==> src/rtl/fetch_pc_unit_pkg.sv <==
// fetch_pc_unit_pkg: shared types and constants for the fetch/PC unit.
// Holds the fetch FSM state enum, the default reset PC, MIPS opcodes and a word-align helper.
package fetch_pc_unit_pkg;

    typedef enum logic [2:0] {
        S_IDLE,
        S_REQ,
        S_WAIT,
        S_EXEC,
        S_ERR
    } fetch_state_e;

    localparam logic [31:0] RESET_PC_DEFAULT = 32'h0000_0000;

    localparam logic [5:0] OP_BEQ = 6'b000100;
    localparam logic [5:0] OP_BNE = 6'b000101;
    localparam logic [5:0] OP_J   = 6'b000010;

    function automatic logic [31:0] align_word(input logic [31:0] a);
        return {a[31:2], 2'b00};
    endfunction

endpackage

==> src/rtl/fetch_pc_unit_if.sv <==
// fetch_pc_unit_if: instruction-memory request/response bus.
// master (fetch unit): drives imem_req, imem_addr; slave (memory): drives imem_valid, imem_rdata.
interface fetch_pc_unit_if;

    logic        imem_req;
    logic [31:0] imem_addr;
    logic        imem_valid;
    logic [31:0] imem_rdata;

    modport master (
        output imem_req,
        output imem_addr,
        input  imem_valid,
        input  imem_rdata
    );

    modport slave (
        input  imem_req,
        input  imem_addr,
        output imem_valid,
        output imem_rdata
    );

endinterface

==> src/rtl/fetch_pc_unit_next_pc_calc.sv <==
// fetch_pc_unit_next_pc_calc: combinational next-PC select (jump > taken branch > pc+4).
// In: pc_plus4, instr[26:0], branch, jump, zero. Out: next_pc (+ taken with FETCH_PERF_CNT_EN).
module fetch_pc_unit_next_pc_calc (
    input  logic [31:0] pc_plus4,
    input  logic [26:0] instr,
    input  logic        branch,
    input  logic        jump,
    input  logic        zero,
`ifdef FETCH_PERF_CNT_EN
    output logic        taken,
`endif
    output logic [31:0] next_pc
);

    logic        br_taken;
    logic [31:0] jump_tgt;
    logic [31:0] br_tgt;

    // Control drives the same Branch for beq and bne; opcode bit 26 tells them apart.
    assign br_taken = branch & (instr[26] ? ~zero : zero);
    assign jump_tgt = {pc_plus4[31:28], instr[25:0], 2'b00};
    assign br_tgt   = pc_plus4 + {{14{instr[15]}}, instr[15:0], 2'b00};

    always_comb begin
        next_pc = pc_plus4;
        priority case (1'b1)
            jump:     next_pc = jump_tgt;
            br_taken: next_pc = br_tgt;
            default:  next_pc = pc_plus4;
        endcase
    end

`ifdef FETCH_PERF_CNT_EN
    assign taken = jump | br_taken;
`endif

endmodule

==> src/rtl/fetch_pc_unit.sv <==
// fetch_pc_unit: PC register + imem fetch FSM (IDLE/REQ/WAIT/EXEC/ERR) for a single-cycle MIPS32.
// Ports: clk, rst (async high), imem bus (master), instr/instr_valid/pc/pc_plus4 out,
// branch/jump/zero/stall in, sticky fetch_err. FETCH_PERF_CNT_EN adds instr_count/taken_count.
module fetch_pc_unit
    import fetch_pc_unit_pkg::*;
#(
    parameter logic [31:0] RESET_PC     = RESET_PC_DEFAULT,
    parameter int          IMEM_TIMEOUT = 15
) (
    input  logic                   clk,
    input  logic                   rst,
    fetch_pc_unit_if.master        imem,
    output logic [31:0]            instr,
    output logic                   instr_valid,
    output logic [31:0]            pc,
    output logic [31:0]            pc_plus4,
    input  logic                   branch,
    input  logic                   jump,
    input  logic                   zero,
    input  logic                   stall,
`ifdef FETCH_PERF_CNT_EN
    output logic [31:0]            instr_count,
    output logic [31:0]            taken_count,
`endif
    output logic                   fetch_err
);

    localparam int CW = $clog2(IMEM_TIMEOUT + 1);

    fetch_state_e state_q, state_d;
    logic [31:0]  pc_q, pc_d;
    logic [31:0]  instr_q, instr_d;
    logic [CW-1:0] cnt_q, cnt_d;
    logic         err_q, err_d;
    logic [CW-1:0] cnt_inc;
    logic         timeout_hit;
    logic [31:0]  next_pc;
    logic         exec_fire;

    assign pc_plus4    = pc_q + 32'd4;
    assign cnt_inc     = cnt_q + CW'(1);
    assign timeout_hit = (cnt_inc == CW'(IMEM_TIMEOUT));

    fetch_pc_unit_next_pc_calc u_next_pc_calc (
        .pc_plus4 (pc_plus4),
        .instr    (instr_q[26:0]),
        .branch   (branch),
        .jump     (jump),
        .zero     (zero),
`ifdef FETCH_PERF_CNT_EN
        .taken    (taken),
`endif
        .next_pc  (next_pc)
    );

    always_comb begin
        state_d   = state_q;
        pc_d      = pc_q;
        instr_d   = instr_q;
        cnt_d     = cnt_q;
        err_d     = err_q;
        exec_fire = 1'b0;
        unique case (state_q)
            S_IDLE: state_d = S_REQ;
            S_REQ: begin
                cnt_d   = '0;
                state_d = S_WAIT;
            end
            S_WAIT: begin
                // A valid arriving on the timeout cycle still wins.
                if (imem.imem_valid) begin
                    instr_d = imem.imem_rdata;
                    cnt_d   = '0;
                    state_d = S_EXEC;
                end else begin
                    cnt_d = cnt_inc;
                    if (timeout_hit) begin
                        err_d   = 1'b1;
                        state_d = S_ERR;
                    end
                end
            end
            S_EXEC: begin
                if (!stall) begin
                    pc_d      = align_word(next_pc);
                    exec_fire = 1'b1;
                    state_d   = S_REQ;
                end
            end
            S_ERR: begin
                state_d = S_ERR;
            end
            default: state_d = S_IDLE;
        endcase
    end

    always_ff @(posedge clk or posedge rst) begin
        if (rst) begin
            state_q <= S_IDLE;
            pc_q    <= align_word(RESET_PC);
            instr_q <= 32'h0;
            cnt_q   <= '0;
            err_q   <= 1'b0;
        end else begin
            state_q <= state_d;
            pc_q    <= pc_d;
            instr_q <= instr_d;
            cnt_q   <= cnt_d;
            err_q   <= err_d;
        end
    end

    assign imem.imem_req  = (state_q == S_REQ) || (state_q == S_WAIT);
    assign imem.imem_addr = pc_q;
    assign instr          = instr_q;
    assign instr_valid    = (state_q == S_EXEC);
    assign pc             = pc_q;
    assign fetch_err      = err_q;

`ifdef FETCH_PERF_CNT_EN
    logic        taken;
    logic [31:0] instr_cnt_q, instr_cnt_d;
    logic [31:0] taken_cnt_q, taken_cnt_d;

    always_comb begin
        instr_cnt_d = instr_cnt_q;
        taken_cnt_d = taken_cnt_q;
        if (exec_fire) begin
            instr_cnt_d = instr_cnt_q + 32'd1;
            if (taken) begin
                taken_cnt_d = taken_cnt_q + 32'd1;
            end
        end
    end

    always_ff @(posedge clk or posedge rst) begin
        if (rst) begin
            instr_cnt_q <= 32'h0;
            taken_cnt_q <= 32'h0;
        end else begin
            instr_cnt_q <= instr_cnt_d;
            taken_cnt_q <= taken_cnt_d;
        end
    end

    assign instr_count = instr_cnt_q;
    assign taken_count = taken_cnt_q;
`else
    logic unused_exec_fire;
    assign unused_exec_fire = exec_fire;
`endif

endmodule

==> src/flat_wrapper.sv <==
// flat-port wrapper written by rule: the top's interface ports become plain ports
module fetch_pc_unit_flat import fetch_pc_unit_pkg::*;
#(
    parameter logic [31:0] RESET_PC     = RESET_PC_DEFAULT,
    parameter int          IMEM_TIMEOUT = 15
)
  (clk, rst, instr, instr_valid, pc, pc_plus4, branch, jump, zero, stall, fetch_err, imem_imem_req, imem_imem_addr, imem_imem_valid, imem_imem_rdata);
  fetch_pc_unit_if imem_i ();
  input  logic clk;
  input  logic rst;
  output logic [31:0] instr;
  output logic instr_valid;
  output logic [31:0] pc;
  output logic [31:0] pc_plus4;
  input  logic branch;
  input  logic jump;
  input  logic zero;
  input  logic stall;
  output logic fetch_err;
  output wire logic [$bits(imem_i.imem_req)-1:0] imem_imem_req;
  output wire logic [$bits(imem_i.imem_addr)-1:0] imem_imem_addr;
  input wire logic [$bits(imem_i.imem_valid)-1:0] imem_imem_valid;
  input wire logic [$bits(imem_i.imem_rdata)-1:0] imem_imem_rdata;
  assign imem_imem_req = imem_i.imem_req;
  assign imem_imem_addr = imem_i.imem_addr;
  assign imem_i.imem_valid = imem_imem_valid;
  assign imem_i.imem_rdata = imem_imem_rdata;
  fetch_pc_unit #(.RESET_PC(RESET_PC), .IMEM_TIMEOUT(IMEM_TIMEOUT)) u_core (.clk(clk), .rst(rst), .imem(imem_i), .instr(instr), .instr_valid(instr_valid), .pc(pc), .pc_plus4(pc_plus4), .branch(branch), .jump(jump), .zero(zero), .stall(stall), .fetch_err(fetch_err));
endmodule
==> config.mk <==
export PLATFORM = sky130hd
export DESIGN_NAME = fetch_pc_unit_flat
export DESIGN_NICKNAME = d
export VERILOG_FILES = /design/src/rtl/fetch_pc_unit_pkg.sv /design/src/rtl/fetch_pc_unit_if.sv /design/src/rtl/fetch_pc_unit_next_pc_calc.sv /design/src/rtl/fetch_pc_unit.sv /design/src/flat_wrapper.sv
export SDC_FILE = /design/constraint.sdc
export NUM_CORES = 1
export LEC_CHECK = 0
export CAP_MARGIN = 5
export CELL_PAD_IN_SITES_DETAIL_PLACEMENT = 1
export CELL_PAD_IN_SITES_GLOBAL_PLACEMENT = 1
export CORE_ASPECT_RATIO = 0.7
export CORE_UTILIZATION = 35
export CTS_CLUSTER_DIAMETER = 80
export DETAILED_ROUTE_END_ITERATION = 8
export HOLD_SLACK_MARGIN = 0.05
export PLACE_DENSITY = 0.9
export SLEW_MARGIN = 25
export SYNTH_ARGS = -nofsm -noshare
export SYNTH_HDL_FRONTEND = slang
export SYNTH_SLANG_ARGS = --single-unit
==> constraint.sdc <==
create_clock -name clk -period 5.1 [get_ports clk]
set_input_delay 0.765 -clock clk [delete_from_list [all_inputs] [get_ports clk]]
set_output_delay 0.765 -clock clk [all_outputs]
set_load 0.005 [all_outputs]
-- Yosys cells after proc, flatten, opt, wreduce, memory -nomap -nowiden
Index checks and enable logic that the tools add are counted.
- output and inout port bits: 131
- logic and storage cells: 35
- flip-flop bits (word level): 70
- bits of input ports: 39
- reductions and logical operators: 7
- add/subtract/negate cells: 3
- eq/ne operators: 7
- bitwise operators: 4
- multiplexer cells: 9
- operators with widths (cell ; count):
    $mux 32 ; 2
    $add 32x3->32 const B ; 1
    $add 32x32->32 ; 1
    $pmux 3 s5 ; 1
    $mux 3 ; 3
    $pmux 4 s2 ; 1
    $eq 3x2->1 const B ; 2
    $reduce_and 2->1 ; 3
    $add 4x1->4 const B ; 1
    $eq 4x4->1 const B ; 1
    $mux 4 ; 1
    $eq 3x1->1 const B ; 1
    $eq 3x3->1 const B ; 1
    $logic_not 3->1 ; 1
    $ne 3x2->1 const B ; 1
    $not 1->1 ; 3
    $reduce_and 3->1 ; 1
    $ne 2x2->1 const B ; 1
    $reduce_bool 2->1 ; 1
    $and 1x1->1 ; 1
    $logic_or 1x1->1 ; 1
    $mux 1 ; 1

-- Logic depth before layout (Yosys ltp)
- word-level depth: 5
- depth in mapped cells: 16
- depth with buffers taken out: 15

-- By module
From an unflattened synthesis, not the netlist that was laid out.
- cell total of the unflattened synthesis: 651
- area total of the unflattened synthesis: 5883.1 µm²
- modules (own cells, without submodules) (module ; area each (µm²) ; instances ; cells an instance ; sequential area each (µm²)):
    fetch_pc_unit ; 3623.5 ; 1 ; 306 ; 1751.7
    fetch_pc_unit_next_pc_calc ; 2259.7 ; 1 ; 345 ; 0.0

-- Worst setup path after synthesis
Ideal clock, no wire load.
- kind: register -> register
- start point: reg u_core.pc_q[2], in the netlist u_core.imem.imem_addr[2]
- end point: reg u_core.pc_q[30], in the netlist u_core.imem.imem_addr[30]
- data arrival time: 3599 ps
- buffers on the path: 1
- library setup time: 126 ps
- required time: 4974 ps
- stages on the path, launching flop included: 16
- setup slack: 1375 ps
- clock period less this slack: 3725 ps
- cells stage by stage: dfrtp_1 -> ha_1 -> and3_1 -> clkbuf_1 -> nand4_1 -> nor2_1 -> and4_1 -> xor2_1 -> ha_1 -> and2_1 -> a221o_1 -> a31oi_1 -> a21oi_2 -> a311oi_2 -> xnor2_1 -> a221o_1
- cells in the longest elaborated chain, start to end: 4
- ends and longest elaborated chain (element ; line ; text):
    from (decl) ; fetch_pc_unit.sv:31 ; logic [31:0] pc_q, pc_d;
    from (signal assigned) ; fetch_pc_unit.sv:100 ; pc_q <= align_word(RESET_PC);
    from (signal assigned) ; fetch_pc_unit.sv:106 ; pc_q <= pc_d;
    $add 32x3->32 ; fetch_pc_unit.sv:40 ; assign pc_plus4 = pc_q + 32'd4;
    named net pc_plus4[24] ; flat_wrapper.sv:14 ; output logic [31:0] pc_plus4;
    $add 32x32->32 ; fetch_pc_unit_next_pc_calc.sv:22 ; assign br_tgt = pc_plus4 + {{14{instr[15]}}, instr[15:0], 2'b00};
    $mux 32 (2 in a row) ; fetch_pc_unit_next_pc_calc.sv:26 ; priority case (1'b1)
The timed path passes the listed nets, and every way through them passes these cells.
A chain may end at the register's enable or synchronous reset.

-- Final worst setup path
- start point: reg u_core.pc_q[2], in the netlist u_core.imem.imem_addr[2]
- end point: reg u_core.pc_q[23], in the netlist u_core.imem.imem_addr[23]
- cells in the longest elaborated chain, start to end: 4
- ends and longest elaborated chain (element ; line):
    $add 32x3->32 * ; fetch_pc_unit.sv:40
    $add 32x32->32 ; fetch_pc_unit_next_pc_calc.sv:22
    $mux 32 * (2 in a row) ; fetch_pc_unit_next_pc_calc.sv:26
Every way passes the cells marked *; elsewhere a longest branch is shown, timed or not.

==> impl_metrics.tcl <==
set metrics [dict create \
    status "complete, no violations" \
    slew_headroom_pct 49.5 \
    wl_per_cell_um 20.4 \
    die_w_um 155 \
    core_sq_um 15700 \
    grt_first_pass_wirelength_mm 33.1 \
    final_util_pct 48.6 \
    cts_tree "done" \
    endpoint_kind "flop" \
    skew_ns 0.0135 \
    drc 0 \
    worst_pin_slew_ns 0.754 \
    initial_core_util_pct 36.3 \
    dr_total_vias 5701 \
    avgSynthCellArea_sq_um 8.61 \
    finalSetupViolCount 0 \
    yosys.area_share.simple_pct 17.7 \
    drtIter0Drc 337 \
    synth_mux_area_share_pct 6.68 \
    setup.worst_path.start_class "flop" \
    antenna_left 0 \
    met3_usage_pct 6.24 \
    synth_fa_ha_area_share_pct 8.67 \
    swShare_pct 45.8 \
    clockBufferDepth 2 \
    met1_usage_pct 35.6 \
    root_buffer "clkbuf_16" \
    n_fill_cell 1843 \
    met2_usage_pct 39.2 \
    p_leak_nw 3.19 \
    place.gp.congestion 0.921 \
    clkSinkCount 70 \
    area_delta_synth_final_pct 33.9 \
    power.net_switching_mw 2.66 \
    seq_area_frac_synth_pct 30.7 \
    netlist_instances 664 \
    nets 866 \
    pwr-share-clk_pct 11.6 \
    via_per_inst 5.63 \
    tns_ns 0 \
    synth_compound_area_share_pct 20.4 \
    grt_pass1_vias 5875 \
    n_antenna_cell 0 \
    period_minus_slack_ns 4.62 \
    synth-main-ff-cell "dfrtp_1" \
    synth_edf_count 0 \
    cp_max_fo 7 \
    power_density_nw_per_um2 759 \
    cts-resized-gates 0 \
    total_power_mw 5.81 \
    dp_slack_ns 0.605 \
    yosysUniqueCellTypes 62 \
    ys_async_sr_fraction_pct 100 \
    synth-xor-area-share_pct 8.28 \
    postCtsHoldBufs 0 \
    seq_power_share_pct 21.5 \
    p_int_mw 3.15 \
    hpwlAfterDp_mm 15.5 \
    wl_mm 20.7 \
    rows 38 \
    drive_gt1_share_pct 9.84 \
    period_share_pct 90.6 \
    grt_usage_pct 25.4 \
    dieArea_sq_um 16800 \
    clk_pin_slew_ns 0.07 \
    max_freq_mhz 216 \
    rsz0062_at_grt "false" \
    fin_ws_ns 0.479 \
    pwr-share-comb_pct 66.9 \
    clk_latency_ns 0.35 \
    hold_viol_final 0 \
    critPathKind "flop to flop" \
    fp.dieH_um 109 \
    dr.pass1.iters 5 \
    grt_busiest_layer "met2" \
    cts_max_level 3 \
    synth_area_sq_um 5710 \
    ios 170 \
    ir_drop_mv 0.278 \
    cts_buffers 9 \
    yosys_warnings 0 \
    drv_cap 0 \
    cts_setup_buffers 0 \
    portBuffers 163 \
    rr_worst_depth 14 \
    ys_ff_latch 70 \
    hold_path_class "flop to flop" \
    grt_max_degree 47 \
    cp.arrival_ns 4.82 \
    synth_top_family_by_area "compound AO/OA/AOI/OAI gates" \
    worstPathRequired_ns 5.30 \
    grt-ovfl-total 0 \
    antenna_found_initial 0 \
    slew_violations 0 \
    hold_depth 2 \
]
[stage by stage]
step	hold slack (ns)	instances	instance area (sq um)
after floorplan	0.454	669	5730
after global placement	0.466	997	7340
after detailed placement	0.474	997	7340
after CTS	0.489	1013	7650
after global routing	0.505	1013	7650
final	0.480	1013	7650
[sequential cells by signal, summed over array words and instances, names as in the netlist]
signal and count:
u_core.cnt_q 4, u_core.fetch_err 1, u_core.imem.imem_addr 30, u_core.instr 32, u_core.state_q 3
[cells in the final DEF (no fill, tap or decap), drive strengths merged, types with 7 or more instances in the layout]
| cell | synthesis | final |
|---|---|---|
| a21oi | 46 | 46 |
| mux2 | 33 | 33 |
| inv | 13 | 15 |
| o211ai | 7 | 7 |
| xnor2 | 34 | 34 |
| nand4 | 11 | 11 |
| nand3 | 23 | 23 |
| and3 | 13 | 13 |
| xor2 | 20 | 20 |
| dfrtp | 70 | 70 |
| nand2 | 72 | 72 |
| clkdlybuf4s50 | 0 | 163 |
| clkbuf | 28 | 10 |
| a21o | 13 | 13 |
| nor2 | 40 | 40 |
| o21ai | 46 | 46 |
| nor3 | 17 | 17 |
| a211oi | 12 | 12 |
| ha | 38 | 38 |
| or3 | 7 | 7 |
| buf | 37 | 10 |
| o31ai | 7 | 7 |
[area by class of cell]
type	instances	area, sq um	area share (%)
repair buffers	173	1710	22.3
multi-input cells	521	3560	46.6
well taps	220	275	3.60
inverters	13	48.8	0.638
clock inverters	6	68.8	0.899
clock buffers	10	239	3.12
flip-flops and latches	70	1750	22.9
[critical path, stage by stage (launching register included)]
cell and delay, ns:
dfrtp_1 0.46, ha_1 0.22, and3_1 0.36, nand4_1 0.33, nor2_1 0.36, xor2_1 0.38, ha_1 0.38, a21oi_1 0.23
nand3_1 0.09, a21oi_1 0.18, a211oi_1 0.18, or2b_2 0.38, mux2i_1 0.15, a2111oi_0 0.58, o21ai_0 0.20
[kinds of logic after synthesis]
logic type / after synthesis
simple gates: 209
flops: 70
buf+inv: 78
mux: 34
compound gates: 179
fa+ha+maj: 39
other cells: 1
xor+xnor: 54
[metal layers]
metal	part of all wire [%]	wire, um
met1	47	9770
met2	44	9030
met3	7.5	1550
met4	1.6	322
met5	0	0
[synthesized netlist by cell type (4+ instances only)]
| cell type | count | area [sq um] |
|---|---|---|
| a2111oi_0 | 4 | 35.0 |
| a211oi_1 | 12 | 90.1 |
| a21o_1 | 12 | 90.1 |
| a21oi_1 | 44 | 220 |
| a221o_1 | 4 | 40.0 |
| a31oi_1 | 6 | 37.5 |
| and3_1 | 12 | 75.1 |
| and4_1 | 6 | 52.6 |
| buf_4 | 36 | 270 |
| clkbuf_1 | 28 | 105 |
| dfrtp_1 | 70 | 1750 |
| ha_1 | 38 | 475 |
| inv_1 | 13 | 48.8 |
| mux2_2 | 33 | 372 |
| nand2_1 | 72 | 270 |
| nand2b_1 | 5 | 31.3 |
| nand3_1 | 22 | 110 |
| nand4_1 | 11 | 68.8 |
| nor2_1 | 40 | 150 |
| nor3_1 | 15 | 75.1 |
| o211ai_1 | 7 | 52.6 |
| o21ai_0 | 45 | 225 |
| o22ai_1 | 4 | 25.0 |
| o31ai_1 | 7 | 52.6 |
| or3_1 | 7 | 43.8 |
| xnor2_1 | 34 | 298 |
| xor2_1 | 20 | 175 |
[power by group through the flow]
| stage | combinational, mW | clock [mW] | sequential, mW |
|---|---|---|---|
| 2_1_floorplan | 2.36 | 0 | 1.11 |
| 3_3_place_gp | 3.70 | 0 | 1.22 |
| 3_5_place_dp | 3.79 | 0 | 1.25 |
| 4_1_cts | 3.86 | 0.682 | 1.25 |
| 5_1_grt | 4.22 | 0.703 | 1.30 |
| 6_report | 3.89 | 0.671 | 1.25 |
[path summary, 6_finish.rpt]
check                                               from                   endpoint  slack (ns)
worst max-delay path            u_core.imem.imem_addr[2]  u_core.imem.imem_addr[23]        0.48
max in group asynchronous                            rst           u_core.instr[20]        3.25
worst max register to register  u_core.imem.imem_addr[2]  u_core.imem.imem_addr[23]        0.48
worst min-delay path                    u_core.fetch_err           u_core.fetch_err        0.48
min in group asynchronous                            rst  u_core.imem.imem_addr[21]        0.81
worst min register to register          u_core.fetch_err           u_core.fetch_err        0.48
Note: power is estimated with default switching activity, not from simulation.
